===== src/rtl/qsys_rr_arbiter.sv =====
// ----------------------------------------------------------------------------
// qsys_rr_arbiter
//
// Round-robin arbiter that lets N_MASTERS Avalon-MM style masters share one
// pipelined slave. It accepts at most one read or write per cycle from the
// granted master and forwards it through registered slave command signals.
// The issuing master of each accepted transaction is recorded in a tag FIFO.
// The slave returns one readdatavalid per accepted command, in order, so the
// head of the FIFO always names the master that owns the current response.
//
// Ports:
//   clk, rst          clock, synchronous active-high reset
//   m_read/m_write    per-master command requests
//   m_writedata       packed per-master write data (master i at [i*WIDTH +: WIDTH])
//   m_address         packed per-master address (master i at [i*ADDR_WIDTH +: ADDR_WIDTH])
//   m_waitrequest     per-master stall (requesting but not granted)
//   m_readdata        response data, broadcast to every master
//   m_readdatavalid   one-hot response strobe to the owning master
//   s_read/s_write/s_writedata/s_address   registered command to the slave
//   s_readdata/s_readdatavalid             response from the slave
//   pending_count     number of outstanding transactions
//   err_unexpected    sticky flag: response arrived with no outstanding tag
// ----------------------------------------------------------------------------
module qsys_rr_arbiter #(
    parameter int N_MASTERS   = 4,
    parameter int WIDTH       = 32,
    parameter int ADDR_WIDTH  = 30,
    parameter int MAX_PENDING = 4
) (
    input  logic                             clk,
    input  logic                             rst,
    input  logic [N_MASTERS-1:0]             m_read,
    input  logic [N_MASTERS-1:0]             m_write,
    input  logic [N_MASTERS*WIDTH-1:0]       m_writedata,
    input  logic [N_MASTERS*ADDR_WIDTH-1:0]  m_address,
    output logic [N_MASTERS-1:0]             m_waitrequest,
    output logic [WIDTH-1:0]                 m_readdata,
    output logic [N_MASTERS-1:0]             m_readdatavalid,
    output logic                             s_read,
    output logic                             s_write,
    output logic [WIDTH-1:0]                 s_writedata,
    output logic [ADDR_WIDTH-1:0]            s_address,
    input  logic [WIDTH-1:0]                 s_readdata,
    input  logic                             s_readdatavalid,
    output logic [$clog2(MAX_PENDING+1)-1:0] pending_count,
    output logic                             err_unexpected
);

    localparam int TAG_W = $clog2(N_MASTERS);
    localparam int PTR_W = $clog2(MAX_PENDING);
    localparam int CNT_W = $clog2(MAX_PENDING+1);

    logic [N_MASTERS-1:0] request;
    logic [N_MASTERS-1:0] grant;
    logic                 granted;
    logic [TAG_W-1:0]     grant_idx;
    logic [TAG_W-1:0]     cand;
    logic [TAG_W-1:0]     last_grant;

    logic [TAG_W-1:0]     tag_mem [MAX_PENDING];
    logic [PTR_W-1:0]     wr_ptr;
    logic [PTR_W-1:0]     rd_ptr;
    logic [CNT_W-1:0]     count;
    logic                 full;
    logic                 empty;
    logic                 resp_valid;
    logic [TAG_W-1:0]     head_tag;

    assign request    = m_read | m_write;
    assign full       = (count == CNT_W'(MAX_PENDING));
    assign empty      = (count == '0);
    assign head_tag   = tag_mem[rd_ptr];
    assign resp_valid = s_readdatavalid & ~empty;

    // Search starts just after the last granted master so every requester
    // is reached within N_MASTERS accepts. A full FIFO blocks every grant,
    // even when a pop happens in the same cycle.
    always_comb begin
        grant     = '0;
        grant_idx = '0;
        granted   = 1'b0;
        cand      = '0;
        if (!full) begin
            for (int k = 1; k <= N_MASTERS; k++) begin
                cand = TAG_W'((int'(last_grant) + k) % N_MASTERS);
                if (!granted && request[cand]) begin
                    granted     = 1'b1;
                    grant[cand] = 1'b1;
                    grant_idx   = cand;
                end
            end
        end
    end

    assign m_waitrequest = rst ? '0 : (request & ~grant);

    // The response always belongs to the oldest outstanding tag.
    always_comb begin
        m_readdatavalid = '0;
        if (!rst && resp_valid) begin
            m_readdatavalid[head_tag] = 1'b1;
        end
    end

    assign m_readdata    = s_readdata;
    assign pending_count = count;

    // Tag storage carries no reset; only entries between the pointers are
    // ever read.
    always_ff @(posedge clk) begin
        if (!rst && granted) begin
            tag_mem[wr_ptr] <= grant_idx;
        end
    end

    always_ff @(posedge clk) begin
        if (rst) begin
            s_read         <= 1'b0;
            s_write        <= 1'b0;
            s_writedata    <= '0;
            s_address      <= '0;
            wr_ptr         <= '0;
            rd_ptr         <= '0;
            count          <= '0;
            err_unexpected <= 1'b0;
            last_grant     <= TAG_W'(N_MASTERS-1);
        end else begin
            s_read  <= granted & m_read[grant_idx];
            s_write <= granted & m_write[grant_idx];
            if (granted) begin
                s_writedata <= m_writedata[grant_idx*WIDTH +: WIDTH];
                s_address   <= m_address[grant_idx*ADDR_WIDTH +: ADDR_WIDTH];
                last_grant  <= grant_idx;
                wr_ptr      <= wr_ptr + 1'b1;
            end
            if (resp_valid) begin
                rd_ptr <= rd_ptr + 1'b1;
            end
            case ({granted, resp_valid})
                2'b10:   count <= count + 1'b1;
                2'b01:   count <= count - 1'b1;
                default: count <= count;
            endcase
            if (s_readdatavalid && empty) begin
                err_unexpected <= 1'b1;
            end
        end
    end

endmodule


===== config.mk =====
export PLATFORM = sky130hd
export DESIGN_NAME = qsys_rr_arbiter
export DESIGN_NICKNAME = d
export VERILOG_FILES = /design/src/rtl/qsys_rr_arbiter.sv
export SDC_FILE = /design/constraint.sdc
export NUM_CORES = 1
export LEC_CHECK = 0
export ABC_AREA = 1
export BUFFER_PORTS_ARGS = -buffer_cell sky130_fd_sc_hd__buf_2
export CAP_MARGIN = 25
export CORE_AREA = 2 2 153 155
export CTS_CLUSTER_DIAMETER = 40
export CTS_CLUSTER_SIZE = 16
export DETAILED_ROUTE_END_ITERATION = 12
export DIE_AREA = 0 0 155 157
export PLACE_DENSITY = 0.62
export REMOVE_ABC_BUFFERS = 1
export SETUP_SLACK_MARGIN = 0.15
export SYNTH_ARGS = -nofsm -noshare
export SYNTH_HDL_FRONTEND = slang
export SYNTH_SLANG_ARGS = --single-unit

===== constraint.sdc =====
create_clock -name clk -period 3.9 [get_ports clk]
set_clock_uncertainty 0.15 [all_clocks]
set_input_delay 0.39 -clock clk [delete_from_list [all_inputs] [get_ports clk]]
set_output_delay 0.39 -clock clk [all_outputs]
set_load 0.005 [all_outputs]

==> metrics.md <==
| Metric | Value |
|---|---|
| Outcome | `completed` |
| Slew headroom | `0.551` |
| Number of max-cap violations | `0` |
| Endpoint of the most critical register-to-register path | `tag_mem[0][0]` |
| CTS tree | `built` |
| DRT Wirelength | `24500 um` |
| Sequential element share of the synthesized area | `0.265` |
| Register-to-register setup slack | `570 ps` |
| Routed length on met3 | `2110 um` |
| H-tree levels | `3` |
| Worst setup path end | `tag_mem[0][0]` |
| Cell type with the highest occurrence count on the critical path | `sky130_fd_sc_hd__nand2_1` |
| Nature of the critical path startpoint | `flip-flop` |
| Total leakage power | `5.10 nW` |
| Worst setup EP type | `flip-flop` |
| Startpoint of the worst-slack reg-to-reg timing path | `last_grant[0]` |
| Count of mapped cells out of synthesis | `1134` |
| Chip width | `155 um` |
| Post-Synthesis Mean Instance Area | `5.86 um2` |
| Setup tns final | `0 ps` |
| Final Hold Violating Endpoints | `0` |
| Vertical extent of the die | `157 um` |
| Power density cells | `869 nW/um2` |
| Synthesized cell area | `6650 um2` |
| Total chip power | `7.42 mW` |
| Total half-perimeter wirelength after legalization and detailed placement | `18600 um` |
| Die area | `24300 um2` |
| Top FF cell, synth | `sky130_fd_sc_hd__dfxtp_1` |
| Number of I/O pins | `399` |
| Fmax | `0.300 GHz` |
| Path class of the lowest-slack min-delay path | `input pin to flip-flop` |
| Iteration-0 DRC count of the detailed router | `477` |
| Leading cell type in the layout, fill and taps excluded | `sky130_fd_sc_hd__nand2_1` |
| Unrepaired setup endpoints after global routing | `no` |
| Slew @ Worst Pin | `673 ps` |
| Utilization after layout | `0.379` |
| Number of global-route vias before repair | `6904` |
| DR vias/cell | `4.55` |
| Worst endpoint required time | `3800 ps` |
| Async SR Flop Fraction | `0` |
| Total number of placement rows | `55` |
| Number of antenna violations at the first check in global routing | `0` |
| TritonCTS buffer count | `9` |
| Highest signal layer in the routed design | `met5` |
| Yosys warning count | `0` |
| Number of enable flip-flop cells after synthesis | `8` |
| Count of nets after finishing | `1703` |
| Placer's final routability congestion estimate | `0.890` |
| DRT Pass-1 Iters | `5` |
| CTS Hold Buffers Added | `0` |
| Initial core utilization | `0.295` |
| Final count of negative-setup-slack endpoints | `0` |
| Clock latency at the later pin of the worst-skew pair | `350 ps` |
| Drt wl/cell | `14.5 um` |
| Count of clock tree sinks | `84` |
| Distinct cells, synth | `33` |
| Crit. Startpoint | `last_grant[0]` |
| Root buffer cell | `sky130_fd_sc_hd__clkbuf_16` |
| Largest net degree at the start of global routing | `112` |
| Arr. time, crit path | `3230 ps` |
| IR drop worst, VDD | `691 uV` |
| Ratio of final minimum period to clock period | `0.855` |
| Fraction of layout cells with a size suffix above 1 | `0.274` |
| Final antenna-violating net count | `0` |
| Global route total overflow | `0` |
| Most frequent cells in the layout | `sky130_fd_sc_hd__nand2_1 (342), sky130_fd_sc_hd__buf_2 (334), sky130_fd_sc_hd__inv_1 (173), sky130_fd_sc_hd__nand3_1 (153), sky130_fd_sc_hd__nor2_1 (140)` |
| Drc violations | `0` |
| Met2 routed WL | `10800 um` |
| Length of routed wiring on met1 | `11000 um` |
| Fin. max-slew vios | `0` |
| Crit path max-delay cell type | `sky130_fd_sc_hd__dfxtp_1` |
| Slowest stage delay, CP | `530 ps` |
| IO Port Bufs | `334` |
| Worst path cell trace | `inv_2, ha_1, inv_1, nand2_1, nand2_2, nand3_4, nor2_2, nor2_4, buf_12, nand2_1, buf_4, nor2_1` |
| Count of inserted antenna diode cells | `0` |
| First-pass GRT wire length | `36700 um` |
| Clock Pin Slew Worst Setup and Hold Paths | `70 ps` |
| Number of flip-flops and latches in the synthesized netlist | `84` |
| Biggest fanout along the worst timing path | `111` |
| Final-layout worst hold slack | `178 ps` |
| Signed area change from the synthesized netlist to the final layout | `28.5%` |
| Global router's overall resource usage | `0.194` |
| Total via count in the routed design | `7687` |
| Count of buffers added by post-CTS timing repair for setup | `0` |
| Area of the placeable core | `22500 um2` |
| Worst reg-to-reg path cell count | `12` |
| Post-route minimum period | `3330 ps` |
| Number of buffers on the longest clock path | `2` |
| Crit Path Category | `flip-flop to flip-flop` |
[Yosys cell counts, types with 3 or more instances]
| library cell | n | area, um2 |
|---|---|---|
| sky130_fd_sc_hd__nand3_1 | 153 | 766 |
| sky130_fd_sc_hd__buf_4 | 41 | 308 |
| sky130_fd_sc_hd__inv_2 | 3 | 11.3 |
| sky130_fd_sc_hd__nor3b_1 | 35 | 263 |
| sky130_fd_sc_hd__nand2_2 | 4 | 25.0 |
| sky130_fd_sc_hd__inv_1 | 173 | 649 |
| sky130_fd_sc_hd__edfxtp_1 | 8 | 240 |
| sky130_fd_sc_hd__nand3b_1 | 28 | 210 |
| sky130_fd_sc_hd__a21oi_1 | 26 | 130 |
| sky130_fd_sc_hd__nor3_1 | 6 | 30.0 |
| sky130_fd_sc_hd__buf_1 | 5 | 18.8 |
| sky130_fd_sc_hd__o21ai_0 | 10 | 50.1 |
| sky130_fd_sc_hd__dfxtp_1 | 76 | 1520 |
| sky130_fd_sc_hd__buf_2 | 31 | 155 |
| sky130_fd_sc_hd__nor2_1 | 140 | 526 |
| sky130_fd_sc_hd__buf_6 | 4 | 45.0 |
| sky130_fd_sc_hd__clkbuf_1 | 14 | 52.6 |
| sky130_fd_sc_hd__nor2_2 | 3 | 18.8 |
| sky130_fd_sc_hd__o21ai_2 | 3 | 26.3 |
| sky130_fd_sc_hd__ha_1 | 13 | 163 |
| sky130_fd_sc_hd__nand2_1 | 342 | 1280 |
[kinds of logic after synthesis]
group                      Yosys count  synth area share
AOI/OAI and AO/OA                   44            0.0367
adders and majority gates           14            0.0275
DFF                                 84             0.265
buffers and inverters              272             0.187
and+or+nand+nor                    720             0.484
[critical path: cells and delay by family, from the launching register on]
family | cells | cell delay, ps
AND/OR/NAND/NOR | 7 | 840
flip-flops | 1 | 530
buffers and inverters | 4 | 970
adder cells (fa/ha/maj) | 1 | 430
[state kept, by name, summed over array words and instances, names as in the netlist, named ones only]
name            count
s_writedata        32
s_address          30
tag_mem             8
pending_count       3
last_grant          2
rd_ptr              2
wr_ptr              2
err_unexpected      1
s_read              1
s_write             1
[metal layers]
metal | up-vias | track usage
met2 | 278 | 0.292
met5 | - | 0.0393
met4 | 2 | 0.0582
li1 | 3963 | -
met1 | 3405 | 0.253
met3 | 39 | 0.0752
[area by class of cell]
| type | instances | area [um2] |
|---|---|---|
| Multi-Input combinational cell | 778 | 3640 |
| Timing Repair Buffer | 348 | 1800 |
| Sequential cell | 84 | 1760 |
| Inverter | 177 | 664 |
| Fill cell | 2478 | 14000 |
| Clock buffer | 9 | 225 |
| Clock inverter | 7 | 81.3 |
| Tap cell | 285 | 357 |
[where the power goes]
part	switching, mW	internal [mW]
Clock	0.400	0.506
Combinational	3.25	1.80
Sequential	0.187	1.28
[stage by stage]
| stage | area, um2 | setup WS (ps) | std cells |
|---|---|---|---|
| after floorplan | 6070 | -992 | 1039 |
| after global placement | 8220 | 544 | 1672 |
| after detailed placement | 8220 | 445 | 1672 |
| after CTS | 8530 | 423 | 1688 |
| after global routing | 8540 | 205 | 1688 |
| final | 8540 | 566 | 1688 |
[how the worst min path moves through the flow]
| stage | from | to | slack (ps) | cells past startpoint |
|---|---|---|---|---|
| final | s_readdatavalid | err_unexpected | 180 | 3 |
| after global routing | s_readdatavalid | err_unexpected | 200 | 3 |
| after CTS | s_readdatavalid | err_unexpected | 160 | 3 |
| after detailed placement | err_unexpected | err_unexpected | 300 | 2 |
| after global placement | err_unexpected | err_unexpected | 290 | 2 |
| after floorplan | rd_ptr[1] | flip-flop | 290 | 2 |
[timing repair]
action / in CTS / in global routing
hold endpoints to repair: 0 / 0
resized for setup: 0 / 1
endpoints found under the setup margin: 0 / 12
No activity file was read; power rests on OpenSTA's default activity.
